--- src/rtl/trax_pkg.sv ---
// trax_pkg: shared tile codes, move width, ASCII constants and decoder FSM states
package trax_pkg;
  localparam int MOVE_W = 22;
  typedef enum logic [1:0] {TILE_NONE = 2'd0, TILE_PLUS = 2'd1, TILE_SLASH = 2'd2, TILE_BSLASH = 2'd3} tile_e;
  localparam logic [7:0] CH_CR = 8'h0d;
  localparam logic [7:0] CH_LF = 8'h0a;
  localparam logic [7:0] CH_AT = 8'h40;
  localparam logic [7:0] CH_DASH = 8'h2d;
  localparam logic [7:0] CH_W = 8'h57;
  localparam logic [7:0] CH_B = 8'h42;
  localparam logic [7:0] CH_PLUS = 8'h2b;
  localparam logic [7:0] CH_SLASH = 8'h2f;
  localparam logic [7:0] CH_BSLASH = 8'h5c;
  typedef enum logic [2:0] {IDLE, COLOR, COLOR_END, ROW, TILE_OR_ROW, TERM, ERR} state_e;
endpackage

--- src/rtl/trax_move_decoder_if.sv ---
// trax_move_decoder_if: UART byte stream in (rx_data/rx_valid); move_out/move_valid, color/color_valid, parse_err, busy out
interface trax_move_decoder_if;
  import trax_pkg::*;
  logic [7:0] rx_data;
  logic rx_valid;
  logic [MOVE_W-1:0] move_out;
  logic move_valid;
  logic color;
  logic color_valid;
  logic parse_err;
  logic busy;
  modport master (output rx_data, rx_valid, input move_out, move_valid, color, color_valid, parse_err, busy);
  modport slave (input rx_data, rx_valid, output move_out, move_valid, color, color_valid, parse_err, busy);
endinterface

--- src/rtl/trax_char_class.sv ---
// trax_char_class: combinational byte classifier (in: byte_i; out: digit, column letter, tile, CR, LF flags and values)
module trax_char_class
  import trax_pkg::*;
(
  input  logic [7:0] byte_i,
  output logic       is_digit_o,
  output logic [3:0] digit_o,
  output logic       is_col_letter_o,
  output logic [9:0] col_o,
  output logic       is_tile_o,
  output tile_e      tile_o,
  output logic       is_cr_o,
  output logic       is_lf_o
);
  always_comb begin
    is_digit_o = byte_i >= 8'h30 && byte_i <= 8'h39;
    digit_o = byte_i[3:0];
    is_col_letter_o = byte_i >= CH_AT && byte_i <= CH_AT + 8'd26;
    col_o = {5'd0, byte_i[4:0]};
    tile_o = byte_i == CH_PLUS ? TILE_PLUS : byte_i == CH_SLASH ? TILE_SLASH : byte_i == CH_BSLASH ? TILE_BSLASH : TILE_NONE;
    is_tile_o = tile_o != TILE_NONE;
    is_cr_o = byte_i == CH_CR;
    is_lf_o = byte_i == CH_LF;
  end
endmodule

--- src/rtl/trax_move_decoder.sv ---
// trax_move_decoder: parses Trax ASCII lines (clk, async reset, bus slave) into moves and colour assignments
module trax_move_decoder
  import trax_pkg::*;
#(
  parameter int ROW_DIGITS_MAX = 4
) (
  input logic clk,
  input logic reset,
  trax_move_decoder_if.slave bus
);
  localparam logic [7:0] DMAX = 8'(ROW_DIGITS_MAX);
  state_e state_q, state_d;
  logic [9:0] col_q, col_d, row_q, row_d;
  tile_e tile_q, tile_d;
  logic pcol_q, pcol_d;
  logic [7:0] cnt_q, cnt_d;
  logic [MOVE_W-1:0] move_q, move_d;
  logic mv_q, mv_d, color_q, color_d, cv_q, cv_d, err_q, err_d;
  logic c_digit, c_col, c_tile, c_cr, c_lf;
  logic [3:0] c_dval;
  logic [9:0] c_cval;
  tile_e c_tcode;
  logic [13:0] row_ext;
  trax_char_class u_cls (
    .byte_i(bus.rx_data), .is_digit_o(c_digit), .digit_o(c_dval), .is_col_letter_o(c_col), .col_o(c_cval),
    .is_tile_o(c_tile), .tile_o(c_tcode), .is_cr_o(c_cr), .is_lf_o(c_lf)
  );
  assign row_ext = 14'(row_q) * 14'd10 + 14'(c_dval);
  always_comb begin
    state_d = state_q;
    col_d = col_q;
    row_d = row_q;
    tile_d = tile_q;
    pcol_d = pcol_q;
    cnt_d = cnt_q;
    move_d = move_q;
    mv_d = 1'b0;
    color_d = color_q;
    cv_d = 1'b0;
    if (bus.rx_valid) begin
      case (state_q)
        IDLE: begin
          if (bus.rx_data == CH_DASH) state_d = COLOR;
          else if (c_col) begin
            col_d = c_cval;
            state_d = ROW;
          end else if (!(c_cr || c_lf)) state_d = ERR;
        end
        COLOR: begin
          pcol_d = bus.rx_data == CH_B;
          state_d = (bus.rx_data == CH_W || bus.rx_data == CH_B) ? COLOR_END : ERR;
        end
        COLOR_END: begin
          if (c_lf) begin
            color_d = pcol_q;
            cv_d = 1'b1;
            state_d = IDLE;
          end else if (!c_cr) state_d = ERR;
        end
        ROW: begin
          row_d = {6'd0, c_dval};
          cnt_d = 8'd1;
          state_d = c_digit ? TILE_OR_ROW : ERR;
        end
        TILE_OR_ROW: begin
          if (c_digit) begin
            if (cnt_q >= DMAX || row_ext > 14'd1023) state_d = ERR;
            else begin
              row_d = row_ext[9:0];
              cnt_d = cnt_q + 8'd1;
            end
          end else if (c_tile) begin
            tile_d = c_tcode;
            state_d = TERM;
          end else state_d = ERR;
        end
        TERM: begin
          if (c_lf) begin
            move_d = {tile_q, col_q, row_q};
            mv_d = 1'b1;
            state_d = IDLE;
          end else if (!c_cr) state_d = ERR;
        end
        ERR: state_d = c_lf ? IDLE : ERR;
        default: state_d = IDLE;
      endcase
    end
    // parse_err pulses only on the byte that enters ERR, not while discarding
    err_d = bus.rx_valid && state_d == ERR && state_q != ERR;
  end
  always_ff @(posedge clk or posedge reset) begin
    if (reset) begin
      state_q <= IDLE;
      col_q <= '0;
      row_q <= '0;
      tile_q <= TILE_NONE;
      pcol_q <= 1'b0;
      cnt_q <= '0;
      move_q <= '0;
      mv_q <= 1'b0;
      color_q <= 1'b0;
      cv_q <= 1'b0;
      err_q <= 1'b0;
    end else begin
      state_q <= state_d;
      col_q <= col_d;
      row_q <= row_d;
      tile_q <= tile_d;
      pcol_q <= pcol_d;
      cnt_q <= cnt_d;
      move_q <= move_d;
      mv_q <= mv_d;
      color_q <= color_d;
      cv_q <= cv_d;
      err_q <= err_d;
    end
  end
  assign bus.move_out = move_q;
  assign bus.move_valid = mv_q;
  assign bus.color = color_q;
  assign bus.color_valid = cv_q;
  assign bus.parse_err = err_q;
  assign bus.busy = state_q != IDLE;
endmodule

--- src/flat_wrapper.sv ---
// flat-port wrapper written by rule: the top's interface ports become plain ports
module trax_move_decoder_flat import trax_pkg::*;
#(
  parameter int ROW_DIGITS_MAX = 4
)
  (clk, reset, bus_rx_data, bus_rx_valid, bus_move_out, bus_move_valid, bus_color, bus_color_valid, bus_parse_err, bus_busy);
  trax_move_decoder_if bus_i ();
  input logic clk;
  input logic reset;
  input wire logic [$bits(bus_i.rx_data)-1:0] bus_rx_data;
  input wire logic [$bits(bus_i.rx_valid)-1:0] bus_rx_valid;
  output wire logic [$bits(bus_i.move_out)-1:0] bus_move_out;
  output wire logic [$bits(bus_i.move_valid)-1:0] bus_move_valid;
  output wire logic [$bits(bus_i.color)-1:0] bus_color;
  output wire logic [$bits(bus_i.color_valid)-1:0] bus_color_valid;
  output wire logic [$bits(bus_i.parse_err)-1:0] bus_parse_err;
  output wire logic [$bits(bus_i.busy)-1:0] bus_busy;
  assign bus_i.rx_data = bus_rx_data;
  assign bus_i.rx_valid = bus_rx_valid;
  assign bus_move_out = bus_i.move_out;
  assign bus_move_valid = bus_i.move_valid;
  assign bus_color = bus_i.color;
  assign bus_color_valid = bus_i.color_valid;
  assign bus_parse_err = bus_i.parse_err;
  assign bus_busy = bus_i.busy;
  trax_move_decoder #(.ROW_DIGITS_MAX(ROW_DIGITS_MAX)) u_core (.clk(clk), .reset(reset), .bus(bus_i));
endmodule
--- config.mk ---
export PLATFORM = sky130hd
export DESIGN_NAME = trax_move_decoder_flat
export DESIGN_NICKNAME = d
export VERILOG_FILES = /design/src/rtl/trax_pkg.sv /design/src/rtl/trax_move_decoder_if.sv /design/src/rtl/trax_char_class.sv /design/src/rtl/trax_move_decoder.sv /design/src/flat_wrapper.sv
export SDC_FILE = /design/constraint.sdc
export NUM_CORES = 1
export LEC_CHECK = 0
export ABC_AREA = 0
export ABC_CLOCK_PERIOD_IN_PS = 6900
export CAP_MARGIN = 40
export CORE_UTILIZATION = 60
export DETAILED_ROUTE_END_ITERATION = 10
export PLACE_DENSITY = 0.85
export SLEW_MARGIN = 20
export SYNTH_ARGS = -nofsm -noshare
export SYNTH_HDL_FRONTEND = slang
export SYNTH_SLANG_ARGS = --single-unit
--- constraint.sdc ---
create_clock -name clk -period 6.9 [get_ports clk]
set_clock_uncertainty 0.05 [all_clocks]
set_input_delay 2.07 -clock clk [delete_from_list [all_inputs] [get_ports clk]]
set_output_delay 2.07 -clock clk [all_outputs]
set_load 0.02 [all_outputs]
# Yosys cells after proc, flatten, opt, wreduce, memory -nomap -nowiden
# Index checks and enable logic that the tools add are counted.
[word_totals]
out_inout_bits = 27
inputBits = 11
ff_bits = 50
elab_cells = 85
[classes]
addsub = 2
n_reduce_logical = 18
n_eq_ne = 18
magnitude_cmp = 6
n_bitwise = 2
mux = 27
n_mul = 1
[op_table]
columns = ["operator", "n"]
rows = [
  ["3-bit two-way mux", 10],
  ["8-bit by 6-bit equality test with 1-bit output, second input constant", 3],
  ["8-bit by 7-bit equality test with 1-bit output, second input constant", 3],
  ["10-bit two-way mux", 2],
  ["10-bit one-hot mux with 2 select lines", 1],
  ["3-bit one-hot mux with 6 select lines", 1],
  ["8-bit by 4-bit equality test with 1-bit output, second input constant", 2],
  ["8-bit two-way mux", 2],
  ["8-bit one-hot mux with 2 select lines", 1],
  ["14-bit by 4-bit adder with 14-bit output", 1],
  ["14-bit by 10-bit > comparator with 1-bit output, second input constant", 1],
  ["10-bit by 3-bit multiplier with 13-bit output, second input constant", 1],
  ["3-bit equality test, second input constant", 4],
  ["4-bit AND reduction", 3],
  ["2-bit two-way mux", 5],
  ["8-bit by 1-bit adder with 8-bit output, second input constant", 1],
  ["8-bit by 3-bit greater-or-equal comparator with 1-bit output, second input constant", 1],
  ["8-bit by 6-bit greater-or-equal comparator with 1-bit output, second input constant", 1],
  ["8-bit by 7-bit greater-or-equal comparator with 1-bit output, second input constant", 1],
  ["8-bit by 6-bit less-or-equal comparator with 1-bit output, second input constant", 1],
  ["8-bit by 7-bit less-or-equal comparator with 1-bit output, second input constant", 1],
  ["3-bit by 2-bit equality test with 1-bit output, second input constant", 2],
  ["3-bit AND reduction", 2],
  ["1-bit two-way mux", 5],
  ["other kinds (12)", 19],
]

# Depth between registers and ports, before layout
[depth]
depth_word = 12
depth_mapped = 12
depth_no_buf = 11

# Modules after synthesis
# From an unflattened synthesis, not the netlist that was laid out.
[hier_totals]
hier_cells = 368
area_unflattened_um2 = 3539.6
[modules_own_cells]
columns = ["module", "cells_each", "area_each_um2", "n_inst", "seq_area_each_um2"]
rows = [
  ["trax_move_decoder", 329, 3283.1, 1, 1501.4],
  ["trax_char_class", 39, 256.5, 1, 0.0],
]

# Least setup slack after synthesis
# OpenSTA, ideal clock, no wires.
[synth_path]
path_kind = "input -> register"
startpoint = "input bus_rx_data[1]"
endpoint = "register u_core.row_q[3]"
required_time_ns = 6.724
arrival_ns = 4.032
setup_ns = 0.126
path_stages = 9
n_path_buf = 0
slack_ns = 2.692
cell_sequence = "ha_1 -> fa_1 -> a21o_1 -> nand2_1 -> nor3_1 -> o21ai_0 -> a31oi_2 -> or3b_4 -> a311o_1"
[synth_between]
elab_chain_cells = 5
elab_cells_between_ends = 12
cone_classes = "1 x add/sub; 3 x order compare; 2 x eq/ne; 3 x mux; 3 x reduce/logical"
[synth_lines]
columns = ["element", "line", "text"]
rows = [
  ["from (decl)", "flat_wrapper.sv:10", "input wire logic [$bits(bus_i.rx_data)-1:0] bus_rx_data;"],
  ["14-bit by 4-bit adder with 14-bit output", "trax_move_decoder.sv:28", "assign row_ext = 14'(row_q) * 14'd10 + 14'(c_dval);"],
  ["14-bit by 10-bit > comparator with 1-bit output", "trax_move_decoder.sv:67", "if (cnt_q >= DMAX || row_ext > 14'd1023) state_d = ERR;"],
  ["1-bit logical OR", "trax_move_decoder.sv:67", ""],
  ["2-bit inequality test (no source line)", "n/a", ""],
  ["4-bit AND reduction (no source line)", "n/a", ""],
  ["to (signal assigned)", "trax_move_decoder.sv:107", "row_q <= row_d;"],
  ["to (decl)", "trax_move_decoder.sv:13", "logic [9:0] col_q, col_d, row_q, row_d;"],
]
# Several ways; a longest one is shown, not always the timed one. The select of a mux whose other input is x is not followed.
# A chain may end at the register's enable or synchronous reset.

# Final worst setup path
[layout_path]
startpoint = "input bus_rx_data[2]"
endpoint = "register u_core.row_q[3]"
# Same word-level chain as after synthesis.

==> impl_metrics.env <==
export IMPL_pre_cts_ws_ps=1757
export IMPL_synth_ff_type="dfrtp_1"
export IMPL_vdd_ir_drop_max_uv=224.7
export IMPL_crit_start="bus_rx_data[2]"
export IMPL_worst_pin_slew_ps=750.9
export IMPL_hold_viol=0
export IMPL_grt_usage_pct=26.64
export IMPL_grt_max_degree=36
export IMPL_leakage_nw=1.708
export IMPL_clock_latency_ps=310
export IMPL_grt_pass1_wl_mm=11.10
export IMPL_drv_cap=0
export IMPL_vias=2507
export IMPL_die_area_sq_mm=0.005472
export IMPL_drive_above_1_share_pct=6.812
export IMPL_ys_warn_count=0
export IMPL_syn_area_sq_mm=0.003108
export IMPL_routed_wl_mm=6.581
export IMPL_synth_area_leaders="dfrtp_1, nand2_1, ha_1, nor2_1, mux2_2"
export IMPL_root_buffer="clkbuf_8"
export IMPL_synth_seq_cells=50
export IMPL_rsz0062_at_grt="false"
export IMPL_syn_to_final_growth_pct=14.01
export IMPL_overflow=0
export IMPL_hp_class="flop to flop"
export IMPL_r2r_end="u_core.row_q[3]"
export IMPL_dr_first_iter_drc_count=170
export IMPL_cts_sinks=50
export IMPL_reg2reg_from="u_core.row_q[1]"
export IMPL_cts_resized=0
export IMPL_grt_pass1_vias=2330
export IMPL_clockBufferDepth=2
export IMPL_core_area_sq_mm=0.004848
export IMPL_relSlewSlack_pct=49.79
export IMPL_ant_nets=0
export IMPL_fmax_mhz=206.5
export IMPL_p_per_area_mw_per_mm2=264.7
export IMPL_cts_setup_buffers=0
export IMPL_drv_slew=0
export IMPL_crit_end="u_core.row_q[3]"
export IMPL_nets=400
export IMPL_reg2reg_depth=11
export IMPL_wire_per_inst_um=15.16
export IMPL_avgSynthCellArea_sq_um=9.141
export IMPL_cts_tree="yes"
export IMPL_layout_setup_ws_ps=2057
export IMPL_fin_crit_sh_pct=70.18
export IMPL_clk_pin_slew_ps=90
export IMPL_start_util_pct=64.10
export IMPL_synth_edf_count=0
export IMPL_cts_buffers=5
export IMPL_crit_fanout=13
export IMPL_placementRows=25
export IMPL_synth_commonest_cells="nand2_1, dfrtp_1, nor2_1"
export IMPL_fin_area_sq_mm=0.003543
export IMPL_r2r_slack_ps=3230
export IMPL_post_dp_hpwl_mm=5.049
export IMPL_die_w_um=73.97
export IMPL_synth_distinct_cells=62
export IMPL_cp_arrival_ps=4990
export IMPL_via_per_inst=5.776
export IMPL_pin_count=38
export IMPL_synth_most_common_cell="nand2_1"
export IMPL_fp_dieH_um=73.97
export IMPL_end_kind="flop"
export IMPL_synth_top_area_share_pct=40.26
export IMPL_place_congestion=0.9545
export IMPL_power_mw=0.9379
export IMPL_firstDrtPassIters=7
export IMPL_start_kind="primary input"
export IMPL_postCtsHoldBufs=0
export IMPL_async_flop_share_pct=100.0
export IMPL_port_buffers=32
export IMPL_run_status="finished clean"
export IMPL_finalSetupTns_ps=0
export IMPL_crit_type="primary input to flop"
export IMPL_setup_viol=0
export IMPL_crit_required_ps=7050
export IMPL_cts_htree_levels=2
export IMPL_synth_seq_area_share_pct=40.26
export IMPL_diodes=0
export IMPL_antenna_found_initial=0
export IMPL_drc=0
export IMPL_yosysTopAreaCell="dfrtp_1"
export IMPL_min_period_ps=4843
export IMPL_synth_cells=340
export IMPL_placed_cell_area_sq_mm=0.003453
final cells by class:
class | instances | area [sq um]
Fill cell | 363 | 1305
Multi-Input combinational cell | 261 | 1722
Timing Repair Buffer | 33 | 340.3
Inverter | 15 | 56.30
Clock buffer | 5 | 68.82
Sequential cell | 50 | 1251
Clock inverter | 3 | 21.27
Tap cell | 67 | 83.83
worst min-delay path by stage:
| stage | endpoint | slack [ps] | startpoint | cells past startpoint |
|---|---|---|---|---|
| global placement | u_core.bus.move_out[14] | 400 | u_core.col_q[4] | 2 |
| floorplan | u_core.bus.move_out[10] | 380 | u_core.col_q[0] | 2 |
| global route | u_core.bus.move_out[14] | 450 | u_core.bus.move_out[14] | 2 |
| finish | u_core.bus.move_out[14] | 430 | u_core.bus.move_out[14] | 2 |
| CTS | u_core.bus.move_out[14] | 430 | u_core.col_q[4] | 2 |
| detailed placement | u_core.bus.move_out[14] | 410 | u_core.col_q[4] | 2 |
flip-flops by register name, indices dropped and copies added, names as in the netlist, 2 cells and up:
register,cells
u_core.bus.move_out,17
u_core.col_q,5
u_core.state_q,3
u_core.cnt_q,8
u_core.row_q,10
u_core.tile_q,2
layer usage:
layer  GRT usage (%)  vias up  wire length [um]
met1           38.05     1164              3028
met3           3.659        8               390
li1                -     1242                 -
met5               0        -                 0
met2           42.63       93              3065
met4           7.479        0                96
cell usage in the layout (no fill, tap or decap), drive strengths merged, types with 11 or more instances in the layout:
| cell | netlist | layout |
|---|---|---|
| clkdlybuf4s50 | 0 | 32 |
| a21oi | 11 | 11 |
| dfrtp | 50 | 50 |
| inv | 14 | 14 |
| ha | 21 | 21 |
| o21ai | 16 | 16 |
| nor2 | 22 | 22 |
| nand2 | 71 | 71 |
worst max-delay path: stages:
cell             delay (ps)
clkdlybuf4s50_1         720
ha_1                    310
a21oi_1                 190
o21ai_0                 170
and4bb_2                290
a32oi_1                 240
a31oi_2                 110
or3b_4                  520
a311o_1                 380
logic make-up (layout without fill, tap and decap cells):
group           after synthesis  after routing  share of synthesized area, %
simple gates                155            155                         25.24
flops                        50             50                         40.26
xor+xnor                      8              8                         2.255
buf+inv                      33             56                         4.831
compound gates               56             56                         12.76
mux                          14             14                         4.791
fa+ha+maj                    23             23                         9.742
other cells                   1              5                        0.1207
power by group:
| group | total, mW | internal [mW] | switching [mW] |
|---|---|---|---|
| Sequential | 0.390 | 0.332 | 0.0575 |
| Clock | 0.174 | 0.0714 | 0.102 |
| Combinational | 0.374 | 0.168 | 0.206 |
| Total | 0.938 | 0.572 | 0.366 |
through the flow:
stage / util, % / cells / hold WS, ps
global placement: 70.81 / 425 / 404.2
finish: 73.08 / 434 / 428.9
global route: 73.08 / 434 / 450.9
detailed placement: 71.23 / 426 / 410.2
CTS: 73.08 / 434 / 431.7
floorplan: - / 344 / 384.8
Note: power is estimated with default switching activity, not from simulation.
